===== src/rtl/alu_ctrl_fsm_pkg.sv =====
// Shared types and constants for the ALU control unit: ALU op codes,
// RV32I opcode/funct7 constants and the controller state encoding.
package alu_pkg;

  typedef enum logic [3:0] {
    ALU_ADD  = 4'd0,
    ALU_SUB  = 4'd1,
    ALU_AND  = 4'd2,
    ALU_OR   = 4'd3,
    ALU_XOR  = 4'd4,
    ALU_EQ   = 4'd5,  // reserved for the branch unit, never produced by decode
    ALU_SLT  = 4'd6,
    ALU_SLTU = 4'd8,
    ALU_SLL  = 4'd9,
    ALU_SRL  = 4'd10,
    ALU_SRA  = 4'd11
  } alu_op_t;

  localparam logic [6:0] OPC_RTYPE   = 7'b0110011;
  localparam logic [6:0] OPC_ITYPE   = 7'b0010011;
  localparam logic [6:0] FUNCT7_BASE = 7'b0000000;
  localparam logic [6:0] FUNCT7_ALT  = 7'b0100000;

  typedef enum logic [2:0] {
    IDLE,
    DECODE,
    EXEC,
    WB,
    ERR
  } ctrl_state_t;

  // Op selected by funct3 when funct7 is the base encoding (shift-right is SRL)
  function automatic alu_op_t base_op(input logic [2:0] funct3);
    alu_op_t op;
    unique case (funct3)
      3'b000:  op = ALU_ADD;
      3'b001:  op = ALU_SLL;
      3'b010:  op = ALU_SLT;
      3'b011:  op = ALU_SLTU;
      3'b100:  op = ALU_XOR;
      3'b101:  op = ALU_SRL;
      3'b110:  op = ALU_OR;
      default: op = ALU_AND;
    endcase
    return op;
  endfunction

endpackage


===== src/rtl/alu_ctrl_fsm_if.sv =====
// Instruction handshake plus ALU / register-file control bundle.
// The controller uses the slave modport; whatever feeds instructions and
// supplies the ALU result uses the master modport.
interface alu_ctrl_fsm_if
  import alu_pkg::*;
#(
  parameter int XLEN = 32
);

  logic [31:0]     instr;
  logic            instr_valid;
  logic            instr_ready;
  logic            hold;
  logic [4:0]      rs1_addr;
  logic [4:0]      rs2_addr;
  alu_op_t         alu_op;
  logic            alu_src_imm;
  logic [XLEN-1:0] imm;
  logic [XLEN-1:0] alu_result;
  logic [4:0]      rd_addr;
  logic [XLEN-1:0] rd_wdata;
  logic            rd_we;
  logic            done;
  logic            illegal;

  modport master (
    output instr, instr_valid, hold, alu_result,
    input  instr_ready, rs1_addr, rs2_addr, alu_op, alu_src_imm, imm,
           rd_addr, rd_wdata, rd_we, done, illegal
  );

  modport slave (
    input  instr, instr_valid, hold, alu_result,
    output instr_ready, rs1_addr, rs2_addr, alu_op, alu_src_imm, imm,
           rd_addr, rd_wdata, rd_we, done, illegal
  );

endinterface


===== src/rtl/alu_ctrl_fsm_decoder.sv =====
// Combinational RV32I ALU instruction decoder: R-type and I-type arithmetic
// only. Anything else, including reserved funct7 encodings, flags illegal.
module alu_decoder
  import alu_pkg::*;
#(
  parameter int XLEN = 32
) (
  input  logic [31:0]     instr_i,
  output alu_op_t         alu_op_o,
  output logic            alu_src_imm_o,
  output logic [XLEN-1:0] imm_o,
  output logic            illegal_o
);

  logic [6:0] opcode;
  logic [2:0] funct3;
  logic [6:0] funct7;
  logic       unused_reg_fields;

  assign opcode = instr_i[6:0];
  assign funct3 = instr_i[14:12];
  assign funct7 = instr_i[31:25];

  // Register addresses are taken straight from the latched word by the FSM
  assign unused_reg_fields = ^{instr_i[19:15], instr_i[11:7]};

  // Map opcode/funct3/funct7 to op, operand-B source and immediate
  always_comb begin
    alu_op_o      = ALU_ADD;
    alu_src_imm_o = 1'b0;
    imm_o         = '0;
    illegal_o     = 1'b0;
    unique case (opcode)
      OPC_RTYPE: begin
        if (funct7 == FUNCT7_BASE) begin
          alu_op_o = base_op(funct3);
        end else if (funct7 == FUNCT7_ALT) begin
          if (funct3 == 3'b000) begin
            alu_op_o = ALU_SUB;
          end else if (funct3 == 3'b101) begin
            alu_op_o = ALU_SRA;
          end else begin
            illegal_o = 1'b1;
          end
        end else begin
          illegal_o = 1'b1;
        end
      end
      OPC_ITYPE: begin
        alu_src_imm_o = 1'b1;
        if (funct3 == 3'b001) begin
          alu_op_o  = ALU_SLL;
          imm_o     = {{(XLEN-5){1'b0}}, instr_i[24:20]};
          illegal_o = (funct7 != FUNCT7_BASE);
        end else if (funct3 == 3'b101) begin
          imm_o = {{(XLEN-5){1'b0}}, instr_i[24:20]};
          if (funct7 == FUNCT7_BASE) begin
            alu_op_o = ALU_SRL;
          end else if (funct7 == FUNCT7_ALT) begin
            alu_op_o = ALU_SRA;
          end else begin
            illegal_o = 1'b1;
          end
        end else begin
          alu_op_o = base_op(funct3);
          imm_o    = {{(XLEN-12){instr_i[31]}}, instr_i[31:20]};
        end
      end
      default: begin
        illegal_o = 1'b1;
      end
    endcase
  end

endmodule


===== src/rtl/alu_ctrl_fsm.sv =====
// Multi-cycle ALU control unit: IDLE -> DECODE -> EXEC -> WB (or DECODE ->
// ERR on an unsupported encoding). One instruction in flight at a time;
// hold freezes everything outside IDLE.
// Optional feature macro: ALU_CTRL_PERF_CNT_EN adds retired_cnt/illegal_cnt.
module alu_ctrl_fsm
  import alu_pkg::*;
#(
  parameter int XLEN = 32
`ifdef ALU_CTRL_PERF_CNT_EN
  , parameter int CNT_W = 32
`endif
) (
  input  logic          clk,
  input  logic          rst_n,
  alu_ctrl_fsm_if.slave bus
`ifdef ALU_CTRL_PERF_CNT_EN
  , output logic [CNT_W-1:0] retired_cnt
  , output logic [CNT_W-1:0] illegal_cnt
`endif
);

  ctrl_state_t     state_q, state_d;
  logic [31:0]     instr_q, instr_d;
  alu_op_t         alu_op_q, alu_op_d;
  logic            src_imm_q, src_imm_d;
  logic [XLEN-1:0] imm_q, imm_d;
  logic [XLEN-1:0] result_q, result_d;

  alu_op_t         dec_op;
  logic            dec_src_imm;
  logic [XLEN-1:0] dec_imm;
  logic            dec_illegal;

  alu_decoder #(.XLEN(XLEN)) u_decoder (
    .instr_i      (instr_q),
    .alu_op_o     (dec_op),
    .alu_src_imm_o(dec_src_imm),
    .imm_o        (dec_imm),
    .illegal_o    (dec_illegal)
  );

  // State and pipeline registers; reset discards any instruction in flight
  always_ff @(posedge clk or negedge rst_n) begin
    if (!rst_n) begin
      state_q   <= IDLE;
      instr_q   <= '0;
      alu_op_q  <= ALU_ADD;
      src_imm_q <= 1'b0;
      imm_q     <= '0;
      result_q  <= '0;
    end else begin
      state_q   <= state_d;
      instr_q   <= instr_d;
      alu_op_q  <= alu_op_d;
      src_imm_q <= src_imm_d;
      imm_q     <= imm_d;
      result_q  <= result_d;
    end
  end

  // Next state and register updates; hold keeps every register as-is
  always_comb begin
    state_d   = state_q;
    instr_d   = instr_q;
    alu_op_d  = alu_op_q;
    src_imm_d = src_imm_q;
    imm_d     = imm_q;
    result_d  = result_q;
    unique case (state_q)
      IDLE: begin
        if (bus.instr_valid) begin
          instr_d = bus.instr;
          state_d = DECODE;
        end
      end
      DECODE: begin
        if (!bus.hold) begin
          alu_op_d  = dec_op;
          src_imm_d = dec_src_imm;
          imm_d     = dec_imm;
          state_d   = dec_illegal ? ERR : EXEC;
        end
      end
      EXEC: begin
        if (!bus.hold) begin
          result_d = bus.alu_result;
          state_d  = WB;
        end
      end
      WB: begin
        if (!bus.hold) state_d = IDLE;
      end
      ERR: begin
        if (!bus.hold) state_d = IDLE;
      end
      default: begin
        state_d = IDLE;
      end
    endcase
  end

  assign bus.instr_ready = (state_q == IDLE);
  assign bus.rs1_addr    = instr_q[19:15];
  assign bus.rs2_addr    = instr_q[24:20];
  assign bus.rd_addr     = instr_q[11:7];
  assign bus.alu_op      = alu_op_q;
  assign bus.alu_src_imm = src_imm_q;
  assign bus.imm         = imm_q;
  assign bus.rd_wdata    = result_q;
  assign bus.rd_we       = (state_q == WB) && (instr_q[11:7] != 5'd0);
  assign bus.done        = (state_q == WB);
  assign bus.illegal     = (state_q == ERR);

`ifdef ALU_CTRL_PERF_CNT_EN
  logic [CNT_W-1:0] retired_cnt_q;
  logic [CNT_W-1:0] illegal_cnt_q;

  // Count each instruction once, on the cycle it leaves WB/ERR, even if held there
  always_ff @(posedge clk or negedge rst_n) begin
    if (!rst_n) begin
      retired_cnt_q <= '0;
      illegal_cnt_q <= '0;
    end else begin
      if (state_q == WB && !bus.hold)  retired_cnt_q <= retired_cnt_q + CNT_W'(1);
      if (state_q == ERR && !bus.hold) illegal_cnt_q <= illegal_cnt_q + CNT_W'(1);
    end
  end

  assign retired_cnt = retired_cnt_q;
  assign illegal_cnt = illegal_cnt_q;
`endif

endmodule


===== src/flat_wrapper.sv =====
// flat-port wrapper written by rule: the top's interface ports become plain ports
module alu_ctrl_fsm_flat import alu_pkg::*;
#(
  parameter int XLEN = 32

)
  (clk, rst_n, bus_instr, bus_instr_valid, bus_hold, bus_alu_result, bus_instr_ready, bus_rs1_addr, bus_rs2_addr, bus_alu_op, bus_alu_src_imm, bus_imm, bus_rd_addr, bus_rd_wdata, bus_rd_we, bus_done, bus_illegal);
  alu_ctrl_fsm_if #(.XLEN(XLEN)) bus_i ();
  input  logic clk;
  input  logic rst_n;
  input wire logic [$bits(bus_i.instr)-1:0] bus_instr;
  input wire logic [$bits(bus_i.instr_valid)-1:0] bus_instr_valid;
  input wire logic [$bits(bus_i.hold)-1:0] bus_hold;
  input wire logic [$bits(bus_i.alu_result)-1:0] bus_alu_result;
  output wire logic [$bits(bus_i.instr_ready)-1:0] bus_instr_ready;
  output wire logic [$bits(bus_i.rs1_addr)-1:0] bus_rs1_addr;
  output wire logic [$bits(bus_i.rs2_addr)-1:0] bus_rs2_addr;
  output wire logic [$bits(bus_i.alu_op)-1:0] bus_alu_op;
  output wire logic [$bits(bus_i.alu_src_imm)-1:0] bus_alu_src_imm;
  output wire logic [$bits(bus_i.imm)-1:0] bus_imm;
  output wire logic [$bits(bus_i.rd_addr)-1:0] bus_rd_addr;
  output wire logic [$bits(bus_i.rd_wdata)-1:0] bus_rd_wdata;
  output wire logic [$bits(bus_i.rd_we)-1:0] bus_rd_we;
  output wire logic [$bits(bus_i.done)-1:0] bus_done;
  output wire logic [$bits(bus_i.illegal)-1:0] bus_illegal;
  assign bus_i.instr = bus_instr;
  assign bus_i.instr_valid = bus_instr_valid;
  assign bus_i.hold = bus_hold;
  assign bus_i.alu_result = bus_alu_result;
  assign bus_instr_ready = bus_i.instr_ready;
  assign bus_rs1_addr = bus_i.rs1_addr;
  assign bus_rs2_addr = bus_i.rs2_addr;
  assign bus_alu_op = bus_i.alu_op;
  assign bus_alu_src_imm = bus_i.alu_src_imm;
  assign bus_imm = bus_i.imm;
  assign bus_rd_addr = bus_i.rd_addr;
  assign bus_rd_wdata = bus_i.rd_wdata;
  assign bus_rd_we = bus_i.rd_we;
  assign bus_done = bus_i.done;
  assign bus_illegal = bus_i.illegal;
  alu_ctrl_fsm #(.XLEN(XLEN)) u_core (.clk(clk), .rst_n(rst_n), .bus(bus_i));
endmodule

===== config.mk =====
export PLATFORM = sky130hd
export DESIGN_NAME = alu_ctrl_fsm_flat
export DESIGN_NICKNAME = d
export VERILOG_FILES = /design/src/rtl/alu_ctrl_fsm_pkg.sv /design/src/rtl/alu_ctrl_fsm_if.sv /design/src/rtl/alu_ctrl_fsm_decoder.sv /design/src/rtl/alu_ctrl_fsm.sv /design/src/flat_wrapper.sv
export SDC_FILE = /design/constraint.sdc
export NUM_CORES = 1
export LEC_CHECK = 0
export ABC_AREA = 0
export CAP_MARGIN = 20
export CORE_MARGIN = 8
export CORE_UTILIZATION = 38
export CTS_CLUSTER_SIZE = 14
export DETAILED_ROUTE_END_ITERATION = 6
export GPL_TIMING_DRIVEN = 0
export PLACE_DENSITY = 0.69
export SLEW_MARGIN = 20
export SYNTH_ARGS = -nofsm -noshare
export SYNTH_HDL_FRONTEND = slang
export SYNTH_HIERARCHICAL = 1
export SYNTH_SLANG_ARGS = --single-unit
export TNS_END_PERCENT = 10

===== constraint.sdc =====
create_clock -name clk -period 2.5 [get_ports clk]
set_input_delay 0.375 -clock clk [delete_from_list [all_inputs] [get_ports clk]]
set_output_delay 0.375 -clock clk [all_outputs]
set_load 0.005 [all_outputs]

==> results of run 1 <==
-- final cells by class --
| type | instances | area share |
|---|---|---|
| flip-flops and latches | 104 | 0.391 |
| repair buffers | 157 | 0.239 |
| multi-input cells | 165 | 0.238 |
| plain buffers | 50 | 0.0570 |
| clock buffers | 15 | 0.0448 |
| well taps | 147 | 0.0276 |
| clock inverters | 1 | 0.00113 |
| inverters | 2 | 0.00113 |
-- sequential cells by signal, indices dropped and copies added (netlist names) --
signal	count
u_core/state_q	3
u_core/bus.imm	32
u_core/bus.alu_op	4
u_core/bus.alu_src_imm	1
u_core/instr_q	32
u_core/bus.rd_wdata	32
-- power by group through the flow --
stage / Clock, mW / Sequential [mW] / Combinational, mW
2_1_floorplan: 0 / 2.33 / 1.01
3_3_place_gp: 0 / 2.37 / 1.83
3_5_place_dp: 0 / 2.40 / 1.88
4_1_cts: 1.47 / 2.37 / 1.89
5_1_grt: 1.52 / 2.43 / 2.02
6_report: 1.40 / 2.37 / 1.86
-- stage by stage --
step / TNS, ns / hold WS (ns) / setup slack (ns)
floorplan: 0 / 0.0794 / 0.459
finish: 0 / 0.485 / 0.263
CTS: 0 / 0.489 / 0.164
global placement: -299.27 / 0.464 / -2.88
detailed placement: 0 / 0.360 / 0.180
global route: 0 / 0.504 / 0.209
-- kinds of logic after synthesis --
kind of cell,count (synthesis),share of synthesized area
multiplexers,102,0.251
flip-flops,104,0.570
AO/OA/AOI/OAI,16,0.0222
buffers and inverters,52,0.0847
AND/OR/NAND/NOR,45,0.0682
XOR/XNOR,2,0.00384
-- what timing repair did --
item	in CTS	in global routing
gates resized for setup	0	1
setup endpoints to repair	0	4
hold buffers	1	0
hold endpoints to repair	51	0
-- how the worst max path moves through the flow --
stage                                         to  slack (ns)
after floorplan             u_core/bus.alu_op[0]        0.46
after global placement    u_core/bus.rd_wdata[3]       -2.88
after global routing                   bus_rd_we        0.21
after detailed placement      u_core/bus.imm[26]        0.18
final                                  bus_rd_we        0.26
after CTS                     u_core/bus.imm[29]        0.16
-- cells in the mapped netlist (2+ instances only) --
library cell and n:
dfrtp_1 104, mux2_1 97, buf_4 35, buf_6 7, and2_1 6, and3_1 6
buf_2 6, a21oi_1 5, nor3_1 5, mux2_2 4, nor2_1 4, o21ai_0 4
nand2_1 3, clkbuf_1 2, inv_1 2, nand2b_1 2, nand3_1 2, nand3b_1 2
o21a_1 2
-- cell usage in the layout (no fill, tap or decap), types with 2 or more instances in the layout --
cell,instances
nor2_1,4
a21oi_1,5
buf_4,35
nand3_1,2
mux2_1,97
clkdlybuf4s50_1,154
clkbuf_8,5
nand2b_1,2
mux2_2,4
nand3b_1,2
dfrtp_1,104
o21ai_0,4
o21a_1,2
inv_1,2
nor3_1,5
clkbuf_16,9
clkbuf_1,3
and3_1,6
nand2_1,3
buf_2,6
buf_6,8
and2_1,6
-- worst max-delay path: cells and delay by family, from the launching register on --
| kind | cells | cell delay, ns |
|---|---|---|
| AND/OR/NAND/NOR | 1 | 0.52 |
| buffers and inverters | 1 | 0.44 |
| flip-flops | 1 | 0.39 |
| AO/OA/AOI/OAI | 1 | 0.17 |
-- per-layer routing --
metal	track usage	vias to the layer above	share of wire
li1	-	1418	-
met1	0.152	1483	0.39
met2	0.227	125	0.45
met3	0.0945	16	0.14
met4	0.0602	0	0.019
met5	0	-	0
==> summary.md, run 1 <==
| Metric | Value |
|---|---|
| Power Internal | `4.06 mW` |
| Reg2reg path depth | `5` |
| Clock share of power | `0.250` |
| Worst VDD drop | `0.435 mV` |
| Sequential Power Share | `0.421` |
| Worst reg-to-reg setup slack | `~0.35 ns` |
| CP Cell Sequence | `or4_1, o21a_1, clkdlybuf4s50_1` |
| Drt drc | `0` |
| Clk buf depth | `2` |
| Sequential cell area | `2600 um2` |
| Clk_skew | `between 0.004 and 0.005 ns` |
| I/O pin count | `156` |
| Nets@finish | `557` |
| Max-Cap Viols | `0` |
| Area Overhead vs Synth | `45.7%` |
| GRT Overall Usage | `0.145` |
| Multi-input gate area | `1580 um2` |
| Crit path max fanout | `3` |
| Largest net degree at the start of global routing | `between 50 and 60` |
| Initial antenna violation count | `0` |
| Area leader, netlist | `dfrtp_1` |
| Design Area, Final | `between 6000 and 7000 um2` |
| Synthesized cell area | `~4600 um2` |
| Psw | `about 1.6 mW` |
| Async S/R FF share, synth | `1.00` |
| HP Start | `u_core/bus.imm[27]` |
| Routability cong. | `0.784` |
| Hold Vio Cnt, Final | `0` |
| Final core occ | `0.561` |
| Sequential cell area fraction in the yosys report | `0.570` |
| Slowest stage delay, CP | `about 0.52 ns` |
| Status | `completed` |
| Die Area | `15,800 um2` |
| Port Buf Inserts | `roughly 160` |
| Switching share of power | `0.278` |
| RSZ-0062 raised after global routing | `no` |
| Critical path class | `register to primary output` |
| Final HPWL DP | `roughly 8600 um` |
| Hold Path Cell Cnt | `1` |
| Worst R2R End | `u_core/bus.alu_op[0]` |
| Final worst path period need | `2.24 ns` |
| Max_slew headroom | `0.421` |
| Pre-Repair DR Iteration Count | `4` |
| Setup Buffers After CTS | `0` |
| Die width | `between 100 and 150 um` |
| CTS buffer count | `9` |
| Final slew viol count | `0` |
| Synth warn | `6` |
| Clock Pin Slew Worst Setup and Hold Paths | `0.07 ns` |
| Final worst-path cycle share | `0.895` |
| Vias in the first global route | `3,441` |
| Non-Filler Instances | `641` |
| Critical Path Slowest Stage Cell | `or4_1` |
| Worst hold path class | `register to register` |
| Global-route wire length before repair | `18,200 um` |
| Beginning of the worst register-to-register path | `u_core/instr_q[31]` |
| GRT overflow | `0` |
| TritonCTS clock tree | `yes` |
| Source of the critical timing path | `u_core/instr_q[7]` |
| Mapped Cells | `321` |
| Pwr dens | `846 nW/um2` |
| Setup-failing EPs final | `0` |
| Cell Area, Placed | `6330 um2` |
| Comb pwr share | `0.330` |
| Worst Hold Endpoint | `u_core/bus.imm[27]` |
| Leak pwr | `3.12 nW` |
| Dpl cells | `624` |
| Crit path capture type | `primary output` |
| CP required | `2.12 ns` |
| DR vias | `between 3,000 and 4,000` |
| Final Routed Wirelength | `11,000 um` |
| WP data arrival | `between 1.5 and 2 ns` |
| Post-synth EDFFs | `0` |
| DRC marker count from the first detailed-route iteration | `132` |
| Top post-synthesis cells by area | `dfrtp_1, mux2_1, buf_4` |
| Clk sinks | `104` |
| Filler Cell Count | `1,014` |
| Via density | `~4.7` |
| Syn nets | `389` |
| Clk root buf | `clkbuf_16` |
| Dominant synthesized flop cell | `dfrtp_1` |
| Worst-skew pair later-pin latency | `0.35 ns` |
| Synth Register Bits | `about 100` |
| Die Ht | `126 um` |
| Share of cells above drive strength 1 | `0.160` |
| Row Count | `40` |
| Highest clock rate | `447 MHz` |
| Syn_area_per_cell | `14.2 um2` |
| Tightest Pin Transition | `0.860 ns` |
| H-tree Lvls | `3` |
| CP Launch Type | `register` |
| Initial Utilization | `0.385` |
| Synth top area share | `0.570` |
| Synth unique cells | `between 40 and 50` |
| Tot Pwr | `between 5 and 6 mW` |
| Core area | `between 10,000 and 15,000 um2` |
| Final ANT Viol Nets | `0` |
| Post-DR wirelength/cell | `17.2 um` |
| # diodes | `0` |
No activity file was read; power rests on OpenSTA's default activity.
==> run 2: changes to the inputs <==
--- a/config.mk
+++ b/config.mk
@@ -13,6 +13,7 @@
 export DETAILED_ROUTE_END_ITERATION = 6
 export GPL_TIMING_DRIVEN = 0
 export PLACE_DENSITY = 0.69
+export SETUP_SLACK_MARGIN = 0.02
 export SLEW_MARGIN = 20
 export SYNTH_ARGS = -nofsm -noshare
 export SYNTH_HDL_FRONTEND = slang
==> results of run 2 <==
No change in the layout: final DEF, timing and power equal those of run 1.
==> run 3: changes to the inputs <==
--- a/config.mk
+++ b/config.mk
@@ -11,7 +11,6 @@
 export CORE_UTILIZATION = 38
 export CTS_CLUSTER_SIZE = 14
 export DETAILED_ROUTE_END_ITERATION = 6
-export GPL_TIMING_DRIVEN = 0
 export PLACE_DENSITY = 0.69
 export SETUP_SLACK_MARGIN = 0.02
 export SLEW_MARGIN = 20
==> summary.md, run 3 (synthesis gave the netlist of run 1 again) <==
| Metric | Value |
|---|---|
| Critical path class | `register to primary output` |
| Max_slew headroom | `0.447 (+0.0259)` |
| Critical Path Slowest Stage Cell | `or4_1` |
| Initial antenna violation count | `0 (unchanged)` |
| Filler Cell Count | `1,001 (-1.3%)` |
| Setup Buffers After CTS | `0 (unchanged)` |
| Sequential Power Share | `0.436 (+0.015)` |
| Post-DR wirelength/cell | `17.4 um (+1.1%)` |
| Reg2reg path depth | `5 (unchanged)` |
| Setup WS pre-CTS | `0.345 ns (+0.165 ns)` |
| Worst VDD drop | `0.447 mV (+2.8%)` |
| Most common cell after layout, fill and taps aside | `clkdlybuf4s50_1` |
| CP required | `2.12 ns (about the same)` |
| Clk root buf | `clkbuf_16` |
| Worst R2R End | `u_core/bus.alu_op[0]` |
| Routability cong. | `0.833 (+6.3%)` |
| WP data arrival | `1.85 ns (about the same)` |
| Clk sinks | `104 (unchanged)` |
| Area Overhead vs Synth | `39.3%` |
| Met1 Track Usage GR | `0.154 (+0.00213)` |
| Final worst-path cycle share | `0.891 (-0.00345)` |
| Setup-failing EPs final | `0 (unchanged)` |
| Die Ht | `126 um (unchanged)` |
| Clock share of power | `0.284 (+0.034)` |
| Beginning of the worst register-to-register path | `u_core/instr_q[31]` |
| Post-route setup slack | `0.272 ns (+0.00861 ns)` |
| Highest clock rate | `449 MHz (+0.39%)` |
| Worst hold path class | `input pin to async pin` |
| Final worst path period need | `2.23 ns (-0.00861 ns)` |
| DRC marker count from the first detailed-route iteration | `111 (-16%)` |
| Final ANT Viol Nets | `0 (unchanged)` |
| Vias in the first global route | `3,237 (-5.9%)` |
| Global-route wire length before repair | `17,100 um (-6.0%)` |
| GRT busiest layer | `met2` |
| Final Routed Wirelength | `10,400 um (-6.1%)` |
| M3 GR Usage | `0.0890 (-0.00549)` |
| GRT overflow | `0 (unchanged)` |
| Crit path capture type | `primary output` |
| CP Cell Sequence | `or4_1, o21a_1, clkdlybuf4s50_1` |
| Largest net degree at the start of global routing | `53 (-1.9%)` |
| RSZ-0062 raised after global routing | `no` |
| Final HPWL DP | `7790 um (-9.1%)` |
| Comb pwr share | `0.280 (-0.050)` |
| Power Internal | `4.05 mW (-0.38%)` |
| Sequential cell area | `2600 um2 (unchanged)` |
| Final core occ | `0.536 (-0.0245)` |
| Initial Utilization | `0.385 (unchanged)` |
| Share of cells above drive strength 1 | `0.0759 (-0.0840)` |
| Die width | `126 um (unchanged)` |
| Port Buf Inserts | `155 (unchanged)` |
| Pwr dens | `870 nW/um2 (+2.9%)` |
| Status | `completed` |
| GRT Overall Usage | `0.135 (-0.0101)` |
| Leak pwr | `2.91 nW (-7.0%)` |
| Slowest stage delay, CP | `0.52 ns (about the same)` |
| Clock Pin Slew Worst Setup and Hold Paths | `0.06 ns (about the same)` |
| Worst Setup EP | `bus_rd_we` |
| Worst-skew pair later-pin latency | `0.34 ns (about the same)` |
| Row Count | `40 (unchanged)` |
| DR vias | `2,863 (-5.9%)` |
| Max-Cap Viols | `0 (unchanged)` |
| Die Area | `15,800 um2 (unchanged)` |
| Met2 Usage GRT | `0.201 (-0.0261)` |
| Final setup TNS | `0 ns (unchanged)` |
| CTS buffer count | `9 (unchanged)` |
| Source of the critical timing path | `u_core/instr_q[7]` |
| Multi-input gate area | `1590 um2 (+0.40%)` |
| I/O pin count | `156 (unchanged)` |
| Tightest Pin Transition | `0.821 ns (-0.0385 ns)` |
| # resized after CTS | `0 (unchanged)` |
| Most frequent cells in the layout | `clkdlybuf4s50_1, dfrtp_1, mux2_1` |
| Core area | `11,900 um2 (unchanged)` |
| # diodes | `0 (unchanged)` |
| Hold Vio Cnt, Final | `0 (unchanged)` |
| Nets@finish | `512 (-8.1%)` |
| TritonCTS clock tree | `yes` |
| Worst reg-to-reg setup slack | `0.39 ns (+0.04 ns)` |
| Switching share of power | `0.270 (-0.00858)` |
| Clk buf depth | `2 (unchanged)` |
| Clk_skew | `0.00968 ns (+0.00499 ns)` |
| Drt drc | `0 (unchanged)` |
| Pre-Repair DR Iteration Count | `4 (unchanged)` |
| Crit path max fanout | `3 (unchanged)` |
| Final slew viol count | `0 (unchanged)` |
| Via density | `4.81 (+1.4%)` |
| CP Launch Type | `register` |
| H-tree Lvls | `3 (unchanged)` |
| Psw | `1.49 mW (-4.6%)` |
-- run 3: repair_timing --
item                                    CTS  global route
hold buffers                              1             0
hold endpoints to repair                 22             0
endpoints found under the setup margin    0             0
-- run 3: power by group through the flow --
stage / registers, mW / logic (mW) / clock network [mW]
after floorplan: 2.33 / 1.01 / 0
after global placement: 2.42 / 1.54 / 0
after detailed placement: 2.44 / 1.57 / 0
after CTS: 2.42 / 1.58 / 1.64
after global routing: 2.48 / 1.69 / 1.70
final: 2.41 / 1.55 / 1.57
-- run 3: worst min-delay path by stage --
| stage | from | endpoint | slack [ns] | cells after the start |
|---|---|---|---|---|
| global placement | rst_n | u_core/bus.imm[25] | 0.29 | 1 |
| global route | rst_n | u_core/bus.imm[25] | 0.50 | 2 |
| floorplan | rst_n | u_core/bus.alu_op[0] | 0.08 | 0 |
| finish | rst_n | u_core/bus.imm[25] | 0.48 | 2 |
| detailed placement | rst_n | u_core/bus.imm[27] | 0.30 | 1 |
| CTS | rst_n | u_core/bus.imm[25] | 0.47 | 2 |
-- run 3: cell type report --
type,count,share of cell area
inverters,2,0.00118
well taps,147,0.0289
clock inverters,3,0.0142
clock buffers,12,0.0387
multi-input cells,165,0.250
repair buffers,162,0.258
flip-flops and latches,104,0.409
-- run 3: per-layer routing --
metal	up-vias	share of wire
met1	1388	0.41
met3	10	0.14
met5	-	0
met4	0	0.012
li1	1336	-
met2	129	0.44
-- run 3: worst max-delay path: cells and delay by family (launching register included) --
| kind | cells | cell delay (ns) |
|---|---|---|
| AO/OA/AOI/OAI | 1 | 0.17 |
| buffers and inverters | 1 | 0.44 |
| flip-flops | 1 | 0.39 |
| AND/OR/NAND/NOR | 1 | 0.52 |
-- run 3: through the flow --
stage	area (um2)	total power, mW	std cells	hold WS, ns
2_1_floorplan	4570	3.33	321	0.0794
3_3_place_gp	6020	3.95	579	0.291
3_5_place_dp	6020	4.01	579	0.301
4_1_cts	6360	5.64	595	0.474
5_1_grt	6360	5.86	595	0.502
6_report	6360	5.54	595	0.485
